<file path="src/rtl/mp_link_pkg.sv">
// Shared link definitions: frame type codes, frame geometry, defaults.
// Also used by the opponent-side receiver.
package mp_link_pkg;

    localparam int FRAME_BITS       = 11;
    localparam int DEF_CLKS_PER_BIT = 564;
    localparam int DEF_HB_PERIOD    = 6_500_000;

    typedef enum logic [2:0] {
        T_READY     = 3'b001,
        T_HIT       = 3'b010,
        T_GAME_OVER = 3'b011,
        T_HEARTBEAT = 3'b100
    } frame_type_e;

    typedef enum logic [2:0] {
        S_IDLE,
        S_START,
        S_DATA,
        S_PARITY,
        S_STOP
    } tx_state_e;

    typedef struct packed {
        frame_type_e ftype;
        logic [4:0]  arg;
    } payload_t;

    function automatic logic even_parity(input logic [7:0] d);
        return ^d;
    endfunction

endpackage

</file>
<file path="src/rtl/mp_link_tx_shifter.sv">
// Serialiser: bit timer, start/data/parity/stop shifting, busy and done.
// One frame per load; load is only honoured in IDLE.
module mp_link_tx_shifter
    import mp_link_pkg::*;
#(
    parameter int CLKS_PER_BIT = DEF_CLKS_PER_BIT
) (
    input  logic       clk_i,
    input  logic       rst_ni,
    input  logic       load_i,
    input  logic [7:0] data_i,
    output logic       tx_o,
    output logic       busy_o,
    output logic       idle_o,
    output logic       done_o
);

    localparam int TW = (CLKS_PER_BIT > 1) ? $clog2(CLKS_PER_BIT) : 1;
    localparam logic [TW-1:0] TMAX = TW'(CLKS_PER_BIT - 1);

    tx_state_e             state_q;
    logic [TW-1:0]         tmr_q;
    logic [2:0]            idx_q;
    logic [FRAME_BITS-2:0] sr_q;
    logic                  tx_q;
    logic                  busy_q;
    logic                  bit_end;

    assign bit_end = (tmr_q == '0);
    assign tx_o    = tx_q;
    assign busy_o  = busy_q;
    assign idle_o  = (state_q == S_IDLE);
    assign done_o  = (state_q == S_STOP) && bit_end;

    always_ff @(posedge clk_i or negedge rst_ni) begin
        if (!rst_ni) begin
            state_q <= S_IDLE;
            tmr_q   <= '0;
            idx_q   <= '0;
            sr_q    <= '1;
            tx_q    <= 1'b1;
            busy_q  <= 1'b0;
        end else if (state_q == S_IDLE) begin
            if (load_i) begin
                state_q <= S_START;
                tmr_q   <= TMAX;
                sr_q    <= {1'b1, even_parity(data_i), data_i};
                tx_q    <= 1'b0;
                busy_q  <= 1'b1;
            end
        end else if (bit_end) begin
            // sr_q holds the bits still to go out, LSB next
            tmr_q <= TMAX;
            tx_q  <= sr_q[0];
            sr_q  <= {1'b1, sr_q[FRAME_BITS-2:1]};
            unique case (state_q)
                S_START: begin
                    state_q <= S_DATA;
                    idx_q   <= '0;
                end
                S_DATA: begin
                    idx_q <= idx_q + 3'd1;
                    if (idx_q == 3'd7) state_q <= S_PARITY;
                end
                S_PARITY: state_q <= S_STOP;
                S_STOP: begin
                    state_q <= S_IDLE;
                    tx_q    <= 1'b1;
                    busy_q  <= 1'b0;
                end
                default: state_q <= S_IDLE;
            endcase
        end else begin
            tmr_q <= tmr_q - TW'(1);
        end
    end

endmodule

</file>
<file path="src/rtl/mp_link_tx.sv">
// Multiplayer link transmitter: captures game events and a heartbeat,
// picks one by priority and sends it as a parity-protected serial frame.
module mp_link_tx
    import mp_link_pkg::*;
#(
    parameter int CLKS_PER_BIT = DEF_CLKS_PER_BIT,
    parameter int HB_PERIOD    = DEF_HB_PERIOD
) (
    input  logic        clk,
    input  logic        rst,
    input  logic        multiplayer,
    input  logic        player_ready,
    input  logic        player_hit,
    input  logic        game_over,
    output logic        tx,
    output logic        busy,
    output logic [15:0] frames_sent
);

    localparam int HW = (HB_PERIOD > 1) ? $clog2(HB_PERIOD) : 1;
    localparam logic [HW-1:0] HB_MAX = HW'(HB_PERIOD - 1);

    logic          hit_prev_q, hit_rise_q;
    logic          go_prev_q, go_rise_q;
    logic [2:0]    hit_cnt_q, hit_cnt_d;
    logic          go_pend_q, go_pend_d;
    logic          hb_pend_q, hb_pend_d;
    logic          last_rdy_q, last_rdy_d;
    logic [HW-1:0] hb_cnt_q, hb_cnt_d;
    logic [4:0]    hb_seq_q, hb_seq_d;
    logic [15:0]   fs_q, fs_d;

    logic     idle, done, load, rdy_pend;
    logic     sel_go, sel_hit, sel_rdy, sel_hb;
    payload_t pl;

    assign rdy_pend    = (player_ready != last_rdy_q);
    assign load        = sel_go | sel_hit | sel_rdy | sel_hb;
    assign frames_sent = fs_q;

    always_comb begin
        sel_go  = 1'b0;
        sel_hit = 1'b0;
        sel_rdy = 1'b0;
        sel_hb  = 1'b0;
        pl      = '{T_HEARTBEAT, hb_seq_q};
        if (multiplayer && idle) begin
            if (go_pend_q) begin
                sel_go = 1'b1;
                pl     = '{T_GAME_OVER, 5'd0};
            end else if (hit_cnt_q != 3'd0) begin
                sel_hit = 1'b1;
                pl      = '{T_HIT, {2'b00, hit_cnt_q}};
            end else if (rdy_pend) begin
                sel_rdy = 1'b1;
                pl      = '{T_READY, {4'b0000, player_ready}};
            end else if (hb_pend_q) begin
                sel_hb = 1'b1;
            end
        end
    end

    always_comb begin
        hit_cnt_d  = hit_cnt_q;
        go_pend_d  = go_pend_q;
        hb_pend_d  = hb_pend_q;
        last_rdy_d = last_rdy_q;
        hb_cnt_d   = hb_cnt_q;
        hb_seq_d   = hb_seq_q;
        fs_d       = fs_q + 16'(done);
        if (!multiplayer) begin
            hit_cnt_d  = '0;
            go_pend_d  = 1'b0;
            hb_pend_d  = 1'b0;
            last_rdy_d = 1'b0;
            hb_cnt_d   = '0;
        end else begin
            // clear first, then count, so an edge in the send cycle survives
            if (sel_hit) hit_cnt_d = '0;
            if (hit_rise_q && hit_cnt_d != 3'd7)
                hit_cnt_d = hit_cnt_d + 3'd1;
            if (sel_rdy) last_rdy_d = player_ready;
            if (sel_go) go_pend_d = 1'b0;
            if (go_rise_q) go_pend_d = 1'b1;
            if (sel_hb) begin
                hb_pend_d = 1'b0;
                hb_seq_d  = hb_seq_q + 5'd1;
            end
            if (hb_cnt_q == HB_MAX) begin
                hb_cnt_d  = '0;
                hb_pend_d = 1'b1;
            end else begin
                hb_cnt_d = hb_cnt_q + HW'(1);
            end
        end
    end

    always_ff @(posedge clk or negedge rst) begin
        if (!rst) begin
            hit_prev_q <= 1'b0;
            hit_rise_q <= 1'b0;
            go_prev_q  <= 1'b0;
            go_rise_q  <= 1'b0;
            hit_cnt_q  <= '0;
            go_pend_q  <= 1'b0;
            hb_pend_q  <= 1'b0;
            last_rdy_q <= 1'b0;
            hb_cnt_q   <= '0;
            hb_seq_q   <= '0;
            fs_q       <= '0;
        end else begin
            hit_prev_q <= player_hit;
            hit_rise_q <= player_hit & ~hit_prev_q;
            go_prev_q  <= game_over;
            go_rise_q  <= game_over & ~go_prev_q;
            hit_cnt_q  <= hit_cnt_d;
            go_pend_q  <= go_pend_d;
            hb_pend_q  <= hb_pend_d;
            last_rdy_q <= last_rdy_d;
            hb_cnt_q   <= hb_cnt_d;
            hb_seq_q   <= hb_seq_d;
            fs_q       <= fs_d;
        end
    end

    mp_link_tx_shifter #(
        .CLKS_PER_BIT(CLKS_PER_BIT)
    ) u_shifter (
        .clk_i (clk),
        .rst_ni(rst),
        .load_i(load),
        .data_i(pl),
        .tx_o  (tx),
        .busy_o(busy),
        .idle_o(idle),
        .done_o(done)
    );

endmodule

</file>
<file path="config.mk">
export PLATFORM = sky130hd
export DESIGN_NAME = mp_link_tx
export DESIGN_NICKNAME = d
export VERILOG_FILES = /design/src/rtl/mp_link_pkg.sv /design/src/rtl/mp_link_tx_shifter.sv /design/src/rtl/mp_link_tx.sv
export SDC_FILE = /design/constraint.sdc
export NUM_CORES = 1
export LEC_CHECK = 0
export CAP_MARGIN = 10
export CELL_PAD_IN_SITES_DETAIL_PLACEMENT = 1
export CELL_PAD_IN_SITES_GLOBAL_PLACEMENT = 1
export CORE_ASPECT_RATIO = 0.5
export CORE_MARGIN = 8
export CORE_UTILIZATION = 50
export DETAILED_ROUTE_END_ITERATION = 10
export PLACE_DENSITY_LB_ADDON = 0.1
export SYNTH_ARGS = -nofsm -noshare
export SYNTH_HDL_FRONTEND = slang
export SYNTH_SLANG_ARGS = --single-unit
export TNS_END_PERCENT = 100
</file>
<file path="constraint.sdc">
create_clock -name clk -period 4.05 [get_ports clk]
set_input_delay 0.81 -clock clk [delete_from_list [all_inputs] [get_ports clk]]
set_output_delay 0.81 -clock clk [all_outputs]
set_load 0.1 [all_outputs]
</file>
After elaboration in Yosys (flattened, before gate mapping)
Cells that the tools add are included.
Word-level totals
  register bits: 82
  bits of input ports: 6
  word-level logic and storage cells: 111
Cells by class
  add/subtract/negate cells: 6
  equality and inequality tests: 13
  mux-type cells: 52
  bitwise operators: 8
  reduce and logical (&&, ||, !) cells: 15
Operators by type and width (count)
  $mux 10: 6
  $mux 23: 2
  $mux 8: 4
  $mux 1: 30
  $mux 3: 8
  $add 23x1->23 const B: 1
  $eq 23x23->1 const B: 1
  $add 16x1->16: 1
  $logic_not 10->1: 1
  $sub 10x1->10 const B: 1
  $pmux 3 s3: 1
  $reduce_and 3->1: 3
  $reduce_xor 8->1: 1
  $add 3x1->3 const B: 2
  $eq 3x2->1 const B: 2
  $eq 3x3->1 const B: 2
  $ne 3x1->1 const B: 2
  $pmux 3 s2: 1
  $reduce_bool 2->1: 3
  $add 5x1->5 const B: 1
  $ne 2x1->1 const B: 2
  $reduce_and 2->1: 2
  $eq 3x1->1 const B: 1
  $logic_and 1x1->1: 3
  other kinds (8): 13

Depth between registers and ports, before layout
Gate-level depths: netlist (run 1).
  depth after elaboration: 10
  mapped depth: 10
  mapped depth without buffers: 10

Modules after synthesis
A second synthesis (run 1) with hierarchy kept.
Second synthesis, totals
  cell total of the unflattened synthesis: 421
  area, all modules: 4216.5 um^2
Modules (own cells, without submodules)
  mp_link_tx: instances 1, cells each 261, area each 2665.1 um^2
  mp_link_tx_shifter: instances 1, cells each 160, area each 1551.5 um^2

Least setup slack after synthesis (run 1)
Ideal clock, no wire load.
  path type: input to register
  start: input multiplayer
  end: register hit_cnt_q[0]
  arrival time: 2215 ps
  data required time: 3921 ps
  slack: 1707 ps
  stages on the path: 8
  path buffers: 0
  cells stage by stage: nor4b_4 nand2b_1 and2_1 ha_1 ha_1 nor2b_1 xnor2_1 nor2_1
On the way
  longest elaborated chain between the ends: 8
  elaborated cells on any way between the ends: 9
  classes of those cells: 1 x add/sub; 1 x eq/ne; 5 x mux; 2 x reduce/logical
RTL lines
  from (decl): RTL line mp_link_tx.sv:11  | input logic multiplayer,
  parallel branches: the longest is 7 deep, another holds $add 3x1->3
  $mux 3 (*): RTL line mp_link_tx.sv:71  | if (!multiplayer) begin
  via hit_cnt_d[0]: RTL line mp_link_tx.sv:25  | logic [2:0] hit_cnt_q, hit_cnt_d;
  to (signal assigned): RTL line mp_link_tx.sv:116  | hit_cnt_q <= hit_cnt_d;
  to (decl): RTL line mp_link_tx.sv:25
Mark *: on every way through the listed nets, which the timed path passes. The select of a mux whose other input is x is not followed.
A chain may end at the register's enable or synchronous reset.

Worst setup path in the final report (run 1)
Same ends and word-level chain as after synthesis.

==> results of run 1 <==
synthesized netlist by cell type, types with 6 or more instances:
master / count / area, µm²
dfrtp_1: 71 / 1777
dfstp_2: 10 / 262.8
ha_1: 10 / 125.1
xnor2_1: 25 / 219.0
nor2_1: 47 / 176.4
o21ai_1: 6 / 30.03
and3_1: 10 / 62.56
clkbuf_1: 7 / 26.28
nand2b_1: 9 / 56.30
nor2b_1: 6 / 37.54
and2_1: 6 / 37.54
nand2_1: 52 / 195.2
inv_1: 8 / 30.03
nand3_1: 23 / 115.1
o21ai_0: 17 / 85.08
nor3_1: 9 / 45.04
nand4_1: 9 / 56.30
a21oi_1: 16 / 80.08
xor2_1: 17 / 148.9
how the worst max path moves through the flow:
stage / cells after the start / end / from
2_1_floorplan: 8 / hit_cnt_q[0] / multiplayer
3_3_place_gp: 9 / hit_cnt_q[0] / multiplayer
3_5_place_dp: 9 / hit_cnt_q[0] / multiplayer
4_1_cts: 9 / hit_cnt_q[0] / multiplayer
5_1_grt: 9 / hit_cnt_q[0] / multiplayer
6_report: 9 / hit_cnt_q[0] / multiplayer
stage by stage:
| stage | total power [mW] | utilization | area, µm² | setup WS, ns | cells |
|---|---|---|---|---|---|
| finish | 1.698 | 0.5883 | 4656 | 0.9248 | 551 |
| detailed placement | 0.9056 | 0.5513 | 4363 | 0.7171 | 536 |
| floorplan | 0.8715 | - | 4041 | 1.707 | 411 |
| global route | 1.751 | 0.5883 | 4656 | 0.7614 | 551 |
| CTS | 1.713 | 0.5883 | 4656 | 0.9387 | 551 |
| global placement | 0.9009 | 0.5513 | 4363 | 0.9106 | 536 |
cells by family (layout without fill, tap and decap cells):
kind of cell	Yosys count	count (layout)	synth area share
AND/OR/NAND/NOR	193	193	0.2433
flip-flops	81	81	0.5046
AO/OA/AOI/OAI	63	63	0.1012
XOR/XNOR	43	43	0.09505
buffers and inverters	19	47	0.01981
adder cells (fa/ha/maj)	10	10	0.03096
multiplexers	2	2	0.004954
cell type report:
cell class                 count  area share
inverter                       9    0.007256
clock buffer                   9     0.04837
timing repair buffer          23     0.04891
sequential                    81      0.4381
multi-input combinational    311      0.4128
clock inverter                 6     0.01451
tap                          112     0.03010
sequential cells by signal, indices dropped and copies added, names as in the netlist, 3 cells and up:
name / count
hb_cnt_q: 23
frames_sent: 16
u_shifter.tmr_q: 10
u_shifter.sr_q: 9
hb_seq_q: 5
hit_cnt_q: 3
u_shifter.idx_q: 3
u_shifter.state_q: 3
routing by layer:
metal,share of wire,vias to the layer above
li1,-,1475
met1,0.47,1529
met2,0.50,26
met3,0.025,9
met4,0.0092,0
met5,0,-
report_power, final:
group	leakage, nW	internal (mW)	total, mW	switching, mW
Combinational	0.814	0.0193	0.0633	0.0440
Clock	0.138	0.476	0.808	0.332
Sequential	1.05	0.818	0.827	0.00838
Total	2.00	1.31	1.70	0.385
==> results.md, run 1 <==
* Outcome: complete, no violations
* Reg-to-Reg End: frames_sent[10]
* Async SR Flop Fraction at 1.000
* Deepest clock path buffer count at 2
* Final worst-path cycle share at 0.7716
* Hold endpoint: hit_rise_q
* Mapped Avg Cell Area at 9.833 µm²
* Post-synth EDFFs at 0
* CP Class: primary input to flip-flop
* Total grt overflow at 0
* Max_cap viols at 0
* Actual slew at the worst max-slew pin at 1.004 ns
* Final setup vio count at 0
* Critical Path RT at 4.25 ns
* Largest net degree at the start of global routing at 82
* Vias/cell at 5.515
* Rel. slew slack at 0.3287
* Seq/Total Area, Yosys at 0.5046
* DR DRC count at 0
* Port bufs at 23
* Worst-path fanout max at 8
* H-Tree Depth at 3
* Final worst path period need at 3.125 ns
* Multi-input gate area at 1922 µm²
* M3 GR Usage at 0.04714
* DPL Wire Length at 6648 µm
* Layout cells sized above 1 at 0.09112
* Hold buffers post-CTS at 0
* Post-synth top flop: dfrtp_1
* Hold Path Class: flip-flop to flip-flop
* Seq. cell area at 2039 µm²
* Commonest non-fill, non-tap cell in the layout: dfrtp_1
* Fillcell total at 887
* Cell family with most CP delay: simple AND/OR/NAND/NOR gates
* Core Region at 7914 µm²
* Worst hold start: hit_prev_q
* Power Dens Cells at 364.7 nW/µm²
* CP dominant cell by count: ha_1
* Vias in the first global route at 3,373
* RePlAce Congestion at 0.8681
* Post_cts resized at 0
* CTS tree: done
* Yosys warnings at 0
* LEAKAGE at 2.000 nW
* Number of setup buffers added after CTS at 0
* Met1 Use GR at 0.2264
* CTS buffer count at 9
* RSZ-0062 raised after global routing: false
* CTS root buf: clkbuf_16
* Die Footprint at 11,390 µm²
* Initial antenna violation count at 0
* I/O pin count at 24
* Setup TNS at 0 ns
* Worst hold stages at 1
* CP Capture Type: flip-flop
* Starting density of the core at 0.5107
* Global-route wire length before repair at 16,750 µm
* Hold Violations, Final at 0
* GR peak layer: met2
* Global Route met2 Usage at 0.3156
* WP buf/inv at 1
* Nets at 451
* Slowest-stage cell, CP: clkdlybuf4s50_1
* Mapped Nets at 427
* Reg-to-reg startpoint: u_shifter.tmr_q[4]
* Routed length per instance at 17.14 µm
* Clock Sinks at 81
* Max rail drop VDD at 0.2178 mV
* Syn Std Cell Area at 4041 µm²
* Clock skew at 0.01084 ns
* Yosys reg bits at 81
* Flop-to-flop setup slack at 1.32 ns
* Clock-pin transition on the worst setup and hold timing paths at 0.06 ns
* Antenna diode count at 0
* Slowest stage delay, CP at 0.65 ns
* Most frequent cells in the layout: dfrtp_1 (71), nand2_1 (52), nor2_1 (47)
* Area grow syn2layout at 15.20%
* Critical path arrival at 3.33 ns
* Die X at 143.1 µm
* Die height at 79.57 µm
* Rows at 23
* Via count at 3,039
* Slew Limit Fails at 0
* Antenna-violating nets left at 0
* Worst path cell trace: clkdlybuf4s50_1, nor4b_4, nand2b_1, and2_1, ha_1, ha_1, nor2b_1, xnor2_1, nor2_1
* TritonRoute pass-1 iters at 4
* FF-to-FF path depth at 8
* CP Launch Type: primary input
* DR iter-0 viols at 143
* Cells after Synth at 411
* Max Clock Freq at 320.0 MHz
* Latest clock arrival within the worst-skew pair at 0.34 ns
* Worst hold slack at 0.3896 ns
* GRT Total Usage at 0.1839
* DRT Wirelength at 9443 µm
* Synth unique cells at 55
No activity file was read; power rests on OpenSTA's default activity.
==> inputs of run 2 (changes only) <==
- CORE_UTILIZATION: 50 -> 47
- clock period: 4.05 -> 3.24 ns (I/O delays scaled with it)
==> results.md, run 2 (synthesized netlist as in run 1, its figures left out) <==
* Global-route wire length before repair at 16,550 µm (-1.2%)
* CTS root buf: clkbuf_16
* Largest net degree at the start of global routing at 82 (unchanged)
* H-Tree Depth at 3 (unchanged)
* RePlAce Congestion at 0.7973 (-8.2%)
* Final Core Density at 0.5471 (-0.04121)
* Starting density of the core at 0.4739 (-0.03679)
* Clock skew at 0.008776 ns (-0.002059 ns)
* Power Total at 2.103 mW (+24%)
* Number of setup buffers added after CTS at 0 (unchanged)
* Slew Limit Fails at 0 (unchanged)
* GRT Total Usage at 0.1716 (-0.01237)
* Critical path arrival at 2.76 ns (-0.57 ns)
* TritonRoute pass-1 iters at 4 (unchanged)
* LEAKAGE at 2.069 nW (+3.5%)
* Layout cells sized above 1 at 0.1477 (+0.05653)
* I/O pin count at 24 (unchanged)
* DPL Wire Length at 6874 µm (+3.4%)
* Clock-pin transition on the worst setup and hold timing paths at 0.07 ns (about the same)
* Initial antenna violation count at 0 (unchanged)
* Port bufs at 23 (unchanged)
* Final worst path period need at 2.528 ns
* Hold Violations, Final at 0 (unchanged)
* Actual slew at the worst max-slew pin at 1.036 ns (+0.03254 ns)
* Final worst-path cycle share at 0.7802
* CTS buffer count at 9 (unchanged)
* Max_cap viols at 0 (unchanged)
* Die Footprint at 12,000 µm² (+5.4%)
* Total grt overflow at 0 (unchanged)
* Worst hold stages at 1 (unchanged)
* Rows at 24 (+4.3%)
* Outcome: complete, no violations
* Most frequent cells in the layout: dfrtp_1 (71), nand2_1 (52), nor2_1 (47)
* FF-to-FF path depth at 10 (+2)
* CTS tree: done
* Number of flip-flops in the largest register at 23 (unchanged)
* CP Launch Type: flip-flop
* Critical Path RT at 3.47 ns (-0.78 ns)
* Antenna diode count at 0 (unchanged)
* Max Clock Freq at 395.6 MHz
* CP Class: flip-flop to flip-flop
* Hold Path Class: flip-flop to flip-flop
* Flop-to-flop setup slack at 0.71 ns (-0.61 ns)
* DR iter-0 viols at 145 (+1.4%)
* Deepest clock path buffer count at 2 (unchanged)
* DR DRC count at 0 (unchanged)
* Max rail drop VDD at 0.2821 mV (+29%)
* Die X at 147.1 µm (+2.8%)
* Antenna-violating nets left at 0 (unchanged)
* Post_cts resized at 0 (unchanged)
* Vias/cell at 5.511 (about the same)
* CP Capture Type: flip-flop
* Largest Register: hb_cnt_q
* DRT Wirelength at 9650 µm (+2.2%)
* Routed length per instance at 17.11 µm (-0.16%)
* Latest clock arrival within the worst-skew pair at 0.34 ns (about the same)
* Power Dens Cells at 450.6 nW/µm² (+24%)
* Core Region at 8528 µm² (+7.8%)
* Vias in the first global route at 3,344 (-0.86%)
* Nets at 458 (+1.6%)
* Area grow syn2layout at 15.45%
* Final setup vio count at 0 (unchanged)
* Hold buffers post-CTS at 0 (unchanged)
* Die height at 81.57 µm (+2.5%)
* Via count at 3,108 (+2.3%)
* Clock Sinks at 81 (unchanged)
* Commonest non-fill, non-tap cell in the layout: dfrtp_1
* Rel. slew slack at 0.3091 (-0.01960)
* Setup TNS at 0 ns (unchanged)
* RSZ-0062 raised after global routing: false
* Worst-path fanout max at 9 (+1)
[run 2: cell count changes in the layout (fill, tap and decap cells not counted), sizes merged]
cell           before  now
bufinv              1    0
buf                 1   26
inv                10   12
clkdlybuf4s50      22    4
[run 2: path summary, 6_finish.rpt]
path                                     from            endpoint
min in group asynchronous                 rst  u_shifter.tmr_q[6]
setup reg to reg           u_shifter.tmr_q[4]     frames_sent[14]
hold reg to reg                    hit_prev_q          hit_rise_q
hold / removal                     hit_prev_q          hit_rise_q
setup / recovery           u_shifter.tmr_q[4]     frames_sent[14]
max in group asynchronous                 rst        hb_cnt_q[10]
[run 2: area by class of cell]
type                    count  area [µm²]
clock buffers               9       225.2
flip-flops and latches     81        2039
inverters                   9       33.78
well taps                 117       146.4
fillers                   992        3862
repair buffers             30       235.2
multi-input cells         311        1922
clock inverters             7       63.81
[run 2: metrics by stage]
stage / cells / setup WS [ns] / hold slack, ns / instance area [µm²]
2_1_floorplan: 411 / 0.9971 / 0.3524 / 4041
3_3_place_gp: 548 / 0.5642 / 0.3858 / 4377
3_5_place_dp: 548 / 0.4976 / 0.3958 / 4377
4_1_cts: 564 / 0.7213 / 0.4046 / 4666
5_1_grt: 564 / 0.5638 / 0.4091 / 4666
6_report: 564 / 0.7122 / 0.4007 / 4666
[run 2: critical path: stages, from the launching register on]
cell and delay [ns]:
dfrtp_1 0.43, nor4_1 0.35, nand4_1 0.13, buf_4 0.20
nor2_1 0.20, ha_1 0.27, ha_1 0.29, nand3_1 0.12
nor2_1 0.18, nand2_1 0.11, xnor2_1 0.13
[run 2: power by group]
part | switching (mW) | internal [mW]
Combinational | 0.0549 | 0.0258
Clock | 0.454 | 0.535
Sequential | 0.00991 | 1.02
[run 2: per-layer routing]
| layer | GRT usage | up-vias | wire length [µm] |
|---|---|---|---|
| li1 | - | 1483 | - |
| met1 | 0.2001 | 1578 | 4416 |
| met2 | 0.3055 | 31 | 4807 |
| met3 | 0.04673 | 16 | 264 |
| met4 | 0.06357 | 0 | 161 |
| met5 | 0 | - | 0 |
